===== config.mk =====
export PLATFORM = sky130hd
export DESIGN_NAME = vga_grid_renderer
export DESIGN_NICKNAME = d
export VERILOG_FILES = /design/src/rtl/vga_grid_renderer.sv
export SDC_FILE = /design/constraint.sdc
export NUM_CORES = 1
export LEC_CHECK = 0
export BUFFER_PORTS_ARGS = -buffer_cell sky130_fd_sc_hd__buf_2
export CAP_MARGIN = 5
export CORE_AREA = 2 2 99 196
export CTS_CLUSTER_DIAMETER = 80
export CTS_CLUSTER_SIZE = 24
export DETAILED_ROUTE_END_ITERATION = 7
export DIE_AREA = 0 0 101 198
export GPL_ROUTABILITY_DRIVEN = 0
export PLACE_DENSITY = 0.67
export SYNTH_ARGS = -nofsm -noshare
export SYNTH_HDL_FRONTEND = slang
export SYNTH_SLANG_ARGS = --single-unit

===== constraint.sdc =====
create_clock -name vgaclk -period 2.5 [get_ports vgaclk]
set_clock_uncertainty 0.15 [all_clocks]
set_input_delay 0.25 -clock vgaclk [delete_from_list [all_inputs] [get_ports vgaclk]]
set_output_delay 0.25 -clock vgaclk [all_outputs]
set_load 0.005 [all_outputs]

===== src/rtl/vga_grid_renderer.sv =====
// Pixel stage after the VGA timing controller: draws an 8x8 board of coloured cells with
// grid lines and a blinking cursor, two-cycle latency with sync/blank re-timed to match.
module vga_grid_renderer #(
  parameter int HACTIVE = 640,
  parameter int VACTIVE = 480,
  parameter int CELL_W  = 80,
  parameter int CELL_H  = 60,
  parameter int COLS    = 8,
  parameter int ROWS    = 8,
  parameter int CUR_W   = 4,
  parameter int BLINK_B = 5
) (
  input  logic       vgaclk,
  input  logic       rst,
  input  logic [9:0] x,
  input  logic [9:0] y,
  input  logic       hsync,
  input  logic       vsync,
  input  logic       blank_b,
  input  logic       wr_valid,
  output logic       wr_ready,
  input  logic [2:0] wr_col,
  input  logic [2:0] wr_row,
  input  logic [1:0] wr_data,
  input  logic [2:0] cur_col,
  input  logic [2:0] cur_row,
  output logic       hsync_o,
  output logic       vsync_o,
  output logic       sync_b_o,
  output logic       blank_b_o,
  output logic [7:0] r,
  output logic [7:0] g,
  output logic [7:0] b
);

  localparam int OXW = $clog2(CELL_W);
  localparam int OYW = $clog2(CELL_H);

  typedef enum logic {
    WR_EMPTY = 1'b0,
    WR_FULL  = 1'b1
  } wr_state_t;

  // Stage 1 registers
  logic           hs1, vs1, blank1, vis1;
  logic [9:0]     y1;
  logic [2:0]     col1, row1;
  logic [OXW-1:0] ox1;
  logic [OYW-1:0] oy1;

  // Board, frame counter, write holding register
  logic [1:0]     cells [COLS*ROWS];
  logic [7:0]     frame_cnt;
  wr_state_t      wr_state, wr_state_n;
  logic           wr_accept, wr_commit;
  logic [2:0]     hold_col, hold_row;
  logic [1:0]     hold_data;

  // Stage 2 combinational colour
  logic           in_vblank;
  logic           cur_cell, cur_edge, blink_on, cur_hit, grid_hit;
  logic [1:0]     cell_idx;
  logic [23:0]    rgb_n;

  always_ff @(posedge vgaclk) begin
    if (rst) begin
      hs1    <= 1'b1;
      vs1    <= 1'b1;
      blank1 <= 1'b0;
      vis1   <= 1'b0;
      y1     <= '0;
      col1   <= '0;
      row1   <= '0;
      ox1    <= '0;
      oy1    <= '0;
    end else begin
      hs1    <= hsync;
      vs1    <= vsync;
      blank1 <= blank_b;
      vis1   <= blank_b && (x < 10'(HACTIVE)) && (y < 10'(VACTIVE));
      y1     <= y;
      col1   <= 3'(x / 10'(CELL_W));
      row1   <= 3'(y / 10'(CELL_H));
      ox1    <= OXW'(x % 10'(CELL_W));
      oy1    <= OYW'(y % 10'(CELL_H));
    end
  end

  assign in_vblank = (y1 >= 10'(VACTIVE));

  // Frame counter ticks as stage 1 enters the first line of vertical blank.
  always_ff @(posedge vgaclk) begin
    if (rst) begin
      frame_cnt <= '0;
    end else if ((y1 == 10'(VACTIVE - 1)) && (y == 10'(VACTIVE))) begin
      frame_cnt <= frame_cnt + 8'd1;
    end
  end

  // Write port: a transfer happens on a cycle where wr_valid and wr_ready are both high;
  // while wr_ready is low the requester keeps wr_valid and its col/row/data stable.
  always_ff @(posedge vgaclk) begin
    if (rst) begin
      wr_state <= WR_EMPTY;
    end else begin
      wr_state <= wr_state_n;
    end
  end

  always_comb begin
    wr_state_n = wr_state;
    wr_accept  = 1'b0;
    wr_commit  = 1'b0;
    case (wr_state)
      WR_EMPTY: begin
        if (wr_valid) begin
          wr_accept  = 1'b1;
          wr_state_n = WR_FULL;
        end
      end
      WR_FULL: begin
        if (in_vblank) begin
          wr_commit  = 1'b1;
          wr_state_n = WR_EMPTY;
        end
      end
      default: wr_state_n = WR_EMPTY;
    endcase
  end

  assign wr_ready = (wr_state == WR_EMPTY);

  always_ff @(posedge vgaclk) begin
    if (rst) begin
      hold_col  <= '0;
      hold_row  <= '0;
      hold_data <= '0;
    end else if (wr_accept) begin
      hold_col  <= wr_col;
      hold_row  <= wr_row;
      hold_data <= wr_data;
    end
  end

  // Commits only land during vertical blank so a frame never shows a half-updated board.
  always_ff @(posedge vgaclk) begin
    if (rst) begin
      for (int i = 0; i < COLS*ROWS; i++) begin
        cells[i] <= '0;
      end
    end else if (wr_commit) begin
      cells[{hold_row, hold_col}] <= hold_data;
    end
  end

  always_comb begin
    cell_idx = cells[{row1, col1}];
    blink_on = (frame_cnt[BLINK_B] == 1'b0);
    cur_cell = (col1 == cur_col) && (row1 == cur_row);
    cur_edge = (ox1 < OXW'(CUR_W)) || (ox1 >= OXW'(CELL_W - CUR_W)) ||
               (oy1 < OYW'(CUR_W)) || (oy1 >= OYW'(CELL_H - CUR_W));
    cur_hit  = cur_cell && blink_on && cur_edge;
    grid_hit = (ox1 == '0) || (oy1 == '0);
    rgb_n    = 24'h000000;
    if (!vis1) begin
      rgb_n = 24'h000000;
    end else if (cur_hit) begin
      rgb_n = 24'hFFFF00;
    end else if (grid_hit) begin
      rgb_n = 24'hFFFFFF;
    end else begin
      case (cell_idx)
        2'd0:    rgb_n = 24'h000000;
        2'd1:    rgb_n = 24'hFF0000;
        2'd2:    rgb_n = 24'h0000FF;
        default: rgb_n = 24'h00FF00;
      endcase
    end
  end

  always_ff @(posedge vgaclk) begin
    if (rst) begin
      hsync_o   <= 1'b1;
      vsync_o   <= 1'b1;
      blank_b_o <= 1'b0;
      r         <= '0;
      g         <= '0;
      b         <= '0;
    end else begin
      hsync_o   <= hs1;
      vsync_o   <= vs1;
      blank_b_o <= blank1;
      r         <= rgb_n[23:16];
      g         <= rgb_n[15:8];
      b         <= rgb_n[7:0];
    end
  end

  assign sync_b_o = hsync_o & vsync_o;

endmodule

# Yosys cells after proc, flatten, opt, wreduce, memory -nomap -nowiden
# Memory sizes are Yosys's and may differ from the RTL's. A register that Yosys moved wholly into a read port is not among the register bits.
# Index checks and enable logic that the tools add are counted.
[word_totals]
reg_bits = 77
ramBits = 128
in_bits = 40
out_inout_bits = 29
elab_cells = 77
n_memories = 1
[memory_table]
columns = ["name", "words", "width", "read_ports", "rd_clocked_by_memory_dff", "write_ports", "line", "source"]
rows = [
  ["cells", 64, 2, 1, 1, 64, "52", "logic [1:0] cells [COLS*ROWS];"],
]
[op_classes]
add_sub_neg = 1
div_mod_pow = 4
order_cmp = 7
n_eq_ne = 6
mux = 18
bitwise_logic = 4
n_reduce_logical = 16
[ops]
columns = ["operator", "n"]
rows = [
  ["24-bit case mux with 3 select lines", 1],
  ["24-bit two-way mux", 2],
  ["10-bit by 9-bit equality test with 1-bit output, second input constant", 2],
  ["6-bit two-way mux", 2],
  ["1-bit two-way mux", 11],
  ["10-bit by 6-bit divider with 10-bit output, second input constant", 1],
  ["10-bit by 7-bit divider with 10-bit output, second input constant", 1],
  ["10-bit by 9-bit greater-or-equal comparator with 1-bit output, second input constant", 1],
  ["10-bit less-than comparator, second input constant", 1],
  ["10-bit by 9-bit less-than comparator with 1-bit output, second input constant", 1],
  ["10-bit by 6-bit modulo with 10-bit output, second input constant", 1],
  ["10-bit by 7-bit modulo with 10-bit output, second input constant", 1],
  ["8-bit by 1-bit adder with 8-bit output, second input constant", 1],
  ["7-bit greater-or-equal comparator, second input constant", 1],
  ["7-bit zero test", 1],
  ["7-bit by 3-bit less-than comparator with 1-bit output, second input constant", 1],
  ["3-bit equality test", 2],
  ["6-bit greater-or-equal comparator, second input constant", 1],
  ["1-bit logical AND", 6],
  ["6-bit zero test", 1],
  ["6-bit by 3-bit less-than comparator with 1-bit output, second input constant", 1],
  ["1-bit logical OR", 4],
  ["2-bit OR reduction", 2],
  ["1-bit inverter", 3],
  ["other kinds (7)", 7],
]

# Longest topological paths before layout
# Gate-level depths: netlist of run 1.
[logic_depth]
depth_word = 8
depth_mapped = 10
mapped_depth_nobuf = 7

# Least setup slack after synthesis of run 1
# Ideal clock, no wire load.
[synth_path]
path_kind = "input-to-reg"
startpoint = "in y[5]"
endpoint = "reg oy1[2]"
setup_ns = 0.116
t_arrival_ns = 1.939
required_time_ns = 2.234
slack_ns = 0.296
cell_stages = 9
n_path_buf = 2
path_cell_list = "buf_2 -> nor3_1 -> a211oi_1 -> or2_1 -> buf_2 -> or4b_1 -> o311a_1 -> nand2b_4 -> a31o_1"
[synth_between]
elab_chain_len = 1
[synth_rtl]
columns = ["element", "line", "source"]
rows = [
  ["start, declared", "16", "input logic [9:0] y,"],
  ["10-bit by 6-bit modulo with 10-bit output", "85", "oy1 <= OYW'(y % 10'(CELL_H));"],
  ["end signal, assigned", "85", ""],
  ["end, declared", "49", "logic [OYW-1:0] oy1;"],
]
# Every way passes these cells.
# A chain may end at the register's enable or synchronous reset.

# Final worst setup path of run 1
[layout_path]
startpoint = "in y[7]"
endpoint = "reg oy1[2]"
# Same word-level chain as after synthesis.

==> qor.yml, run 1 <==
status: "complete, no violations"
ys_seq_area_frac: 0.536
pre_cts_slack_ns: 0.142
leakage_nw: 4.04
synth-edff-count: 128
antennaDiodeCount: 0
period_share: 0.955
max_slew_margin: 0.537
fin_ws_ns: 0.113
holdWs_ns: 0.0119
syn_inst: 833
fmax_ghz: 0.419
dieArea_um2: 20000
synth.distinct_cells: 66
grt_pass1_vias: 6626
power.density_nw_per_um2: 642
antenna_found_initial: 0
crit_type: "in -> reg"
grt_use_met3: 0.0314
drt_pass1_iterations: 5
syn-cell-area_um2: 9120
clk_path_buf_depth: 2
place_inst: 1083
clock-sinks: 180
fin_area_um2: 10500
ys_ff_latch: 180
cts_tree: "built"
worstPathArrival_ns: 2.56
grtUsageMet2: 0.467
syn-mean-instance-area_um2: 10.9
fin_cells: 1134
dieHeight_um: 198
critPathMaxStageDelay_ns: 0.54
grt_overflow: 0
slowest_stage: "dlygate4sd3_1"
yosys.area.top_type: "edfxtp_1"
cts_max_level: 4
tns_ns: 0
clockRootBuffer: "clkbuf_16"
drt-initial-drc-count: 478
wl_per_cell_um: 21.1
die_w_um: 101
rsz0062_at_grt: "false"
max_slew.worst_pin.slew_ns: 0.688
synth_nets: 874
area_growth_pct: 14.7
hp-class: "in -> reg"
ff_latch_area_um2: 4890
r2r_slack_ns: 0.16
path_max_fanout: 7
ant_nets: 0
cts_setup_buffers: 0
setup_viol: 0
cts_made_buffers: 17
use_met1: 0.252
multiInputGateArea_um2: 3770
n_fill_cell: 1563
synth_top_area_share: 0.422
num_rows: 71
io_pins: 69
crit_path_end_kind: "register"
grt.busiest_layer: "met2"
cap_viol_max_count: 0
yosysWarnings: 0
crit_chain: "dlygate4sd3_1 > buf_2 > nand2_1 > a211oi_1 > or2_1 > or4b_1 > o311a_1 > nand2b_4 > a31o_1"
routed_via_density: 5.89
drv_slew: 0
ir_drop_mv: 0.444
nets: 943
async_flop_share: 0
synth_ff_type: "edfxtp_1"
grt_max_degree: 95
core_area_um2: 18700
clk_pin_slew_ns: 0.07
wirelength_mm: 24.0
grt_pass1_wl_mm: 36.2
drc: 0
drive_gt1_frac: 0.210
finalCriticalPeriod_ns: 2.39
final-hold-violation-count: 0
hpwlAfterDp_mm: 17.0
portBuffers: 68
track_usage: 0.246
placed_cell_area_um2: 9700
vias: 6683
clk_latency_ns: 0.43
start_util: 0.489
start_kind: "primary input"
critPathRequiredTime_ns: 2.67
netlist_top_cells_area: "edfxtp_1 42%, dfxtp_1 11%, mux4_2 8.2%, nor2_1 7.5%, a21o_1 4.7%"
## cell usage in the layout (no fill, tap or decap), drive strengths merged, types with 11 or more instances in the layout
master       count
dfxtp           52
edfxtp         128
mux2i           22
mux4            33
a21oi           19
dlygate4sd3     19
nor2b           20
buf            116
nor2           183
clkbuf          21
nor3            13
a21o            57
o21ai           18
nand2           54
nand3           14
inv             11
## through the flow
step,utilization,total power [mW]
after global placement,0.520,4.22
after global routing,0.560,6.92
final,0.560,6.71
after floorplan,-,3.98
after CTS,0.560,6.74
after detailed placement,0.520,4.24
## worst paths after layout
| kind | from | endpoint | depth (start not counted) |
|---|---|---|---|
| min reg2reg | hs1 | hsync_o | 1 |
| min | y[6] | y1[6] | 2 |
| max | y[7] | oy1[2] | 9 |
| max reg2reg | col1[1] | b[6] | 6 |
## where the power goes
part | internal [mW] | switching [mW]
clock network | 1.38 | 1.13
logic | 0.378 | 0.435
registers | 3.30 | 0.0825
## cells in the mapped netlist (all sizes together), types with 10 or more instances
library cell,count
a21oi,19
nand3,14
edfxtp,128
clkbuf,43
a21o,57
nand2b,10
nor2,183
nand2,54
dfxtp,52
buf,42
mux2i,22
nor3,13
mux4,33
o21bai,10
nor2b,20
o21ai,18
## worst max-delay path: cells and delay by family
kind	cells	cell delay (ns)
and+or+nand+nor	4	1.15
buffers and inverters	2	0.70
AOI/OAI and AO/OA	3	0.46
## repair_timing
| action | 4_1_cts | 5_1_grt |
|---|---|---|
| hold buffers | 19 | 0 |
| hold endpoints to repair | 19 | 0 |
| setup endpoints to repair | 0 | 1 |
| gates resized for setup | 0 | 1 |
## kinds of logic after synthesis
| kind of cell | after synthesis | synth area share |
|---|---|---|
| adders and majority gates | 3 | 0.00357 |
| and+or+nand+nor | 335 | 0.166 |
| AOI/OAI and AO/OA | 149 | 0.117 |
| buffers and inverters | 90 | 0.0505 |
| xor gates and xnor gates | 17 | 0.0163 |
| DFF | 180 | 0.536 |
| muxes | 59 | 0.111 |
## flip-flops by register name (all words and copies together), names as in the netlist, 2 cells and up
signal	flops
cells	128
col1	3
frame_cnt	6
hold_col	3
hold_data	2
hold_row	3
ox1	7
oy1	4
row1	3
y1	10
## per-layer routing
metal  part of all wire  up-vias
met3              0.038       71
met2               0.56      219
met5                  0        -
li1                   -     3127
met4              0.053        0
met1               0.35     3266
## cell type report
class,instances,share of cell area
timing repair buffer,135,0.0902
multi-input combinational,563,0.361
inverter,5,0.00180
clock buffer,21,0.0461
tap,219,0.0262
sequential,180,0.468
clock inverter,11,0.00718
Power figures use the tool's default switching activity.
==> run 2, diff against run 1 <==
PLACE_DENSITY = 0.7   (was 0.67)
clock period = 2 ns   (was 2.5 ns; I/O delays follow)
==> run 2 against run 1 <==
The flow now finishes with violations (negative setup slack). Routed wire length rose by 6.4%. Via count rose by 6.3%. Die area did not move. Cell count rose by 4.9%. Register-to-register slack got worse by 0.42 ns. Clock power rose by 27%. Cell area rose by 5.9%. Setup slack got worse by 0.37 ns. Critical path type is now reg -> reg. Critical endpoint is now r[6]. Largest cell class unchanged.
==> qor.yml, run 2 (same netlist as run 1, synthesis figures left out) <==
status: "finished with violations"
violations: "negative setup slack"
clock-sinks: 180  # unchanged
fin_cells: 1189  # +4.9%
dieArea_um2: 20000  # unchanged
rsz0062_at_grt: "true"
fin_area_um2: 11100  # +5.9%
crit_path_end_kind: "register"
drv_slew: 0  # unchanged
final_cell_mix: "178 x nor2_1, 128 x edfxtp_1, 86 x buf_4"
nets: 998  # +5.8%
clockRootBuffer: "clkbuf_16"
drc: 0  # unchanged
path_max_fanout: 10  # +3
hpwlAfterDp_mm: 18.1  # +6.6%
grt_pass1_vias: 7027  # +6.1%
clk_pin_slew_ns: 0.07  # about the same
p_sw_mw: 2.19  # +33%
power.density_nw_per_um2: 773  # +20%
cts_max_level: 4  # unchanged
place_inst: 1132  # +4.5%
wirelength_mm: 25.5  # +6.4%
ir_drop_mv: 0.517  # +16%
placed_cell_area_um2: 10100  # +4.0%
grt_overflow: 0  # unchanged
period_share: 1.13
drive_gt1_frac: 0.287  # +0.0768
ant_nets: 0  # unchanged
drt_pass1_iterations: 5  # unchanged
combPwrFrac: 0.133  # +0.012
wl_per_cell_um: 21.5  # +1.5%
pre_cts_slack_ns: -0.285  # -0.426 ns
cts_made_buffers: 17  # unchanged
start_kind: "register"
drt-initial-drc-count: 605  # +27%
fin_ws_ns: -0.259  # -0.373 ns
hp-class: "in -> reg"
num_rows: 71  # unchanged
grt_max_degree: 96  # +1.1%
tns_ns: -1.13  # -1.13 ns
io_pins: 69  # unchanged
vias: 7102  # +6.3%
finalCriticalPeriod_ns: 2.26
multiInputGateArea_um2: 3910  # +3.6%
worstPathArrival_ns: 2.44  # -0.12 ns
core_area_um2: 18700  # unchanged
portBuffers: 68  # unchanged
layout_commonest_cell: "nor2_1"
cts_tree: "built"
start_util: 0.489  # unchanged
area_growth_pct: 21.4
n_fill_cell: 1503  # -3.8%
dieHeight_um: 198  # unchanged
track_usage: 0.257  # +0.0107
grt_pass1_wl_mm: 37.8  # +4.4%
largest-register: "cells"
routed_via_density: 5.97  # +1.4%
ff_latch_area_um2: 4900  # +0.13%
cap_viol_max_count: 0  # unchanged
setup_viol: 15  # +15
top_regs: "cells: 128 flops, y1: 10 flops, ox1: 7 flops"
max_slew.worst_pin.slew_ns: 0.623  # -0.0648 ns
final_util: 0.593  # +0.0331
max_slew_margin: 0.584  # +0.0469
intPower_mw: 6.37  # +26%
crit_type: "reg -> reg"
holdWs_ns: 0.0291  # +0.0172 ns
swShare: 0.256  # +0.0102
die_w_um: 101  # unchanged
antennaDiodeCount: 0  # unchanged
clk_latency_ns: 0.44  # about the same
seq_power_share: 0.495  # -0.009
critPathRequiredTime_ns: 2.18  # -0.49 ns
fmax_ghz: 0.443
largest_register_ffs: 128  # unchanged
final-hold-violation-count: 0  # unchanged
clk_path_buf_depth: 2  # unchanged
pwr-share-clk: 0.372  # -0.003
antenna_found_initial: 0  # unchanged
leakage_nw: 4.35  # +7.8%
finalPower_mw: 8.56  # +28%
==> run 2: layout make-up <==
class                      instances  area share
clock buffer                      20      0.0414
clock inverter                    12     0.00848
inverter                           5     0.00170
multi-input combinational        563       0.353
sequential                       180       0.442
tap                              219      0.0248
timing repair buffer             190       0.129
==> run 2: path summary, 6_finish.rpt <==
path	from	endpoint	slack (ns)	depth (start not counted)
setup / recovery	col1[1]	r[6]	-0.26	6
hold / removal	rst	cells[24][0]	0.03	2
setup reg to reg	col1[1]	r[6]	-0.26	6
hold reg to reg	hs1	hsync_o	0.27	1
==> run 2: what timing repair did <==
| item | CTS | global route |
|---|---|---|
| gates cloned | 0 | 0 |
| setup buffers | 0 | 4 |
| resized for setup | 23 | 27 |
| hold buffers | 21 | 0 |
| setup endpoints to repair | 143 | 165 |
| pin swaps | 11 | 17 |
| hold endpoints to repair | 21 | 0 |
==> run 2: layer usage <==
metal | wire length, um | part of all wire | up-vias | track usage
met3 | 1280 | 0.050 | 100 | 0.0417
met2 | 13900 | 0.55 | 310 | 0.475
met5 | 0 | 0 | - | 0
met4 | 1880 | 0.074 | 0 | 0.184
met1 | 8430 | 0.33 | 3458 | 0.250
li1 | - | - | 3234 | -
==> run 2: power groups by stage <==
stage / clock [mW] / combinational (mW) / sequential [mW]
after floorplan: 0 / 0.742 / 4.25
after global placement: 0 / 1.05 / 4.31
after detailed placement: 0 / 1.06 / 4.31
after CTS: 3.21 / 1.11 / 4.24
after global routing: 3.33 / 1.22 / 4.25
final: 3.19 / 1.14 / 4.24
==> run 2: critical path: stages, from the launching register on <==
cell      delay (ns)
dfxtp_2         0.36
buf_12          0.15
mux4_2          0.52
mux4_2          0.50
o211ai_1        0.23
or3_1           0.16
o21ai_1         0.06
==> run 3, diff against run 2 <==
--- a/config.mk
+++ b/config.mk
@@ -6,5 +6,4 @@
 export NUM_CORES = 1
 export LEC_CHECK = 0
-export BUFFER_PORTS_ARGS = -buffer_cell sky130_fd_sc_hd__buf_2
 export CAP_MARGIN = 5
 export CORE_AREA = 2 2 99 196
@@ -13,6 +12,7 @@
 export DETAILED_ROUTE_END_ITERATION = 7
 export DIE_AREA = 0 0 101 198
+export DONT_BUFFER_PORTS = 1
 export GPL_ROUTABILITY_DRIVEN = 0
-export PLACE_DENSITY = 0.7
+export PLACE_DENSITY = 0.67
 export SYNTH_ARGS = -nofsm -noshare
 export SYNTH_HDL_FRONTEND = slang
--- a/constraint.sdc
+++ b/constraint.sdc
@@ -3,3 +3,3 @@
 set_input_delay 0.2 -clock vgaclk [delete_from_list [all_inputs] [get_ports vgaclk]]
 set_output_delay 0.2 -clock vgaclk [all_outputs]
-set_load 0.005 [all_outputs]
+set_load 0.05 [all_outputs]
==> run 3 against run 2 <==
Cell count is 6.1% lower. Largest power group unchanged. Worst hold slack got worse by 0.031 ns. Cell area shrank 3.0%. Critical path type unchanged. Sequential power hardly changed. First-iteration DRC count rose by 18%. The flow finishes with violations (negative hold slack, negative setup slack). Sequential share of layout area grew 1.5 points.
==> qor.yml, run 3 (same netlist as run 1, synthesis figures left out) <==
cts_tree: "built"
crit_chain: "mux4_2 > mux2_4 > o22a_1 > o22ai_1 > a21o_1 > buf_4 > nor3_1 > nor4_1"
clk_pin_slew_ns: 0.07  # about the same
antenna_found_initial: 0  # unchanged
grt_overflow: 0  # unchanged
final-hold-violation-count: 1  # +1
place_inst: 1041  # -8.0%
tns_ns: -0.670  # +0.460 ns
r2r_slack_ns: -0.26  # about the same
clk_path_buf_depth: 2  # unchanged
grt_pass1_vias: 6798  # -3.3%
ir_drop_mv: 0.543  # +5.1%
layout_commonest_cell: "nor2_1"
finalCriticalPeriod_ns: 2.26  # +0.00468 ns
slowest_stage: "mux4_2"
fin_ws_ns: -0.264  # -0.00468 ns
period_share: 1.13  # +0.00234
clock-sinks: 180  # unchanged
clk_latency_ns: 0.44  # about the same
clockRootBuffer: "clkbuf_16"
path_max_fanout: 8  # -2
final_cell_mix: "180 x nor2_1, 128 x edfxtp_1, 61 x buf_4"
fin_cells: 1117  # -6.1%
start_kind: "register"
dieHeight_um: 198  # unchanged
area_growth_pct: 17.8
cap_viol_max_count: 0  # unchanged
dieArea_um2: 20000  # unchanged
top_regs: "cells: 128 flops, y1: 10 flops, ox1: 7 flops"
drt_pass1_iterations: 6  # +1
leakage_nw: 4.06  # -6.7%
cts_max_level: 4  # unchanged
num_rows: 71  # unchanged
wl_per_cell_um: 22.1  # +3.1%
n_fill_cell: 1495  # -0.53%
grt_max_degree: 87  # -9.4%
critPathRequiredTime_ns: 2.19  # about the same
largest_register_ffs: 128  # unchanged
critPathMaxStageDelay_ns: 0.52  # about the same
violations: "negative hold slack, negative setup slack"
power.density_nw_per_um2: 790  # +2.1%
multiInputGateArea_um2: 3870  # -0.93%
finalPower_mw: 8.48  # -0.95%
setup_viol: 3  # -12
max_slew.worst_pin.slew_ns: 0.567  # -0.0561 ns
drive_gt1_frac: 0.200  # -0.0862
crit_type: "reg -> reg"
routed_via_density: 6.07  # +1.6%
vias: 6781  # -4.5%
start_util: 0.489  # unchanged
ff_latch_area_um2: 4910  # +0.20%
drt-initial-drc-count: 714  # +18%
ant_nets: 0  # unchanged
wirelength_mm: 24.7  # -3.2%
rsz0062_at_grt: "true"
antennaDiodeCount: 0  # unchanged
grt_pass1_wl_mm: 36.9  # -2.3%
portBuffers: 0  # -100%
hp-class: "in -> reg"
crit_path_end_kind: "register"
status: "finished with violations"
nets: 926  # -7.2%
worstPathArrival_ns: 2.45  # about the same
die_w_um: 101  # unchanged
drc: 0  # unchanged
fmax_ghz: 0.442  # -0.21%
drv_slew: 0  # unchanged
io_pins: 69  # unchanged
largest-register: "cells"
hpwlAfterDp_mm: 17.8  # -1.5%
core_area_um2: 18700  # unchanged
cts_made_buffers: 17  # unchanged
max_slew_margin: 0.621  # +0.0375
track_usage: 0.253  # -0.00443
holdWs_ns: -0.00215  # -0.0313 ns
[run 3: cell count changes in the layout (fill, tap and decap cells not counted), sizes merged]
| cell | previous run | this run |
|---|---|---|
| buf | 169 | 78 |
| clkbuf | 20 | 18 |
| clkinvlp | 0 | 1 |
| dlygate4sd3 | 21 | 40 |
| inv | 11 | 12 |
[run 3: report_power, final]
group          total [mW]  leakage (nW)  internal (mW)  switching [mW]
clock network        3.15         0.268           1.63            1.52
logic                1.09          2.04          0.534           0.554
registers            4.24          1.75           4.12           0.117
total                8.48          4.06           6.29            2.19
[run 3: metal layers]
| metal | track usage | vias to the layer above | part of all wire |
|---|---|---|---|
| met4 | 0.166 | 0 | 0.078 |
| met1 | 0.246 | 3292 | 0.32 |
| met5 | 0 | - | 0 |
| met2 | 0.476 | 283 | 0.55 |
| met3 | 0.0385 | 99 | 0.047 |
| li1 | - | 3107 | - |
[run 3: worst max-delay path: cells and delay by family (launching register included)]
kind | cells | cell delay, ns
muxes | 2 | 0.80
AOI/OAI and AO/OA | 3 | 0.46
DFF | 1 | 0.45
and+or+nand+nor | 2 | 0.21
buffers and inverters | 1 | 0.10
[run 3: worst paths after layout]
path	startpoint	end	depth (start not counted)
setup / recovery	col1[0]	b[6]	8
hold / removal	x[7]	col1[0]	3
setup reg to reg	col1[0]	b[6]	8
hold reg to reg	vs1	vsync_o	1
[run 3: layout make-up]
class	instances	area share
timing repair buffer	118	0.104
tap	219	0.0255
multi-input combinational	563	0.361
sequential	180	0.457
clock inverter	14	0.0110
inverter	5	0.00175
clock buffer	18	0.0400
[run 3: what timing repair did]
item,4_1_cts,5_1_grt
resized for setup,5,31
hold buffers,41,0
pin swaps,2,10
buffers inserted,0,3
hold endpoints to repair,180,0
setup endpoints to repair,31,110
[run 3: per-stage QoR]
step | worst slack [ns] | cell area (um2) | hold slack, ns | utilization
6_report | -0.264 | 10700 | -0.00215 | 0.575
5_1_grt | -0.348 | 10700 | 0.0172 | 0.575
4_1_cts | -0.253 | 10600 | 0.00114 | 0.568
3_5_place_dp | -0.329 | 9610 | 0.130 | 0.515
3_3_place_gp | -0.287 | 9610 | 0.128 | 0.515
2_1_floorplan | -0.0884 | 9160 | 0.154 | -
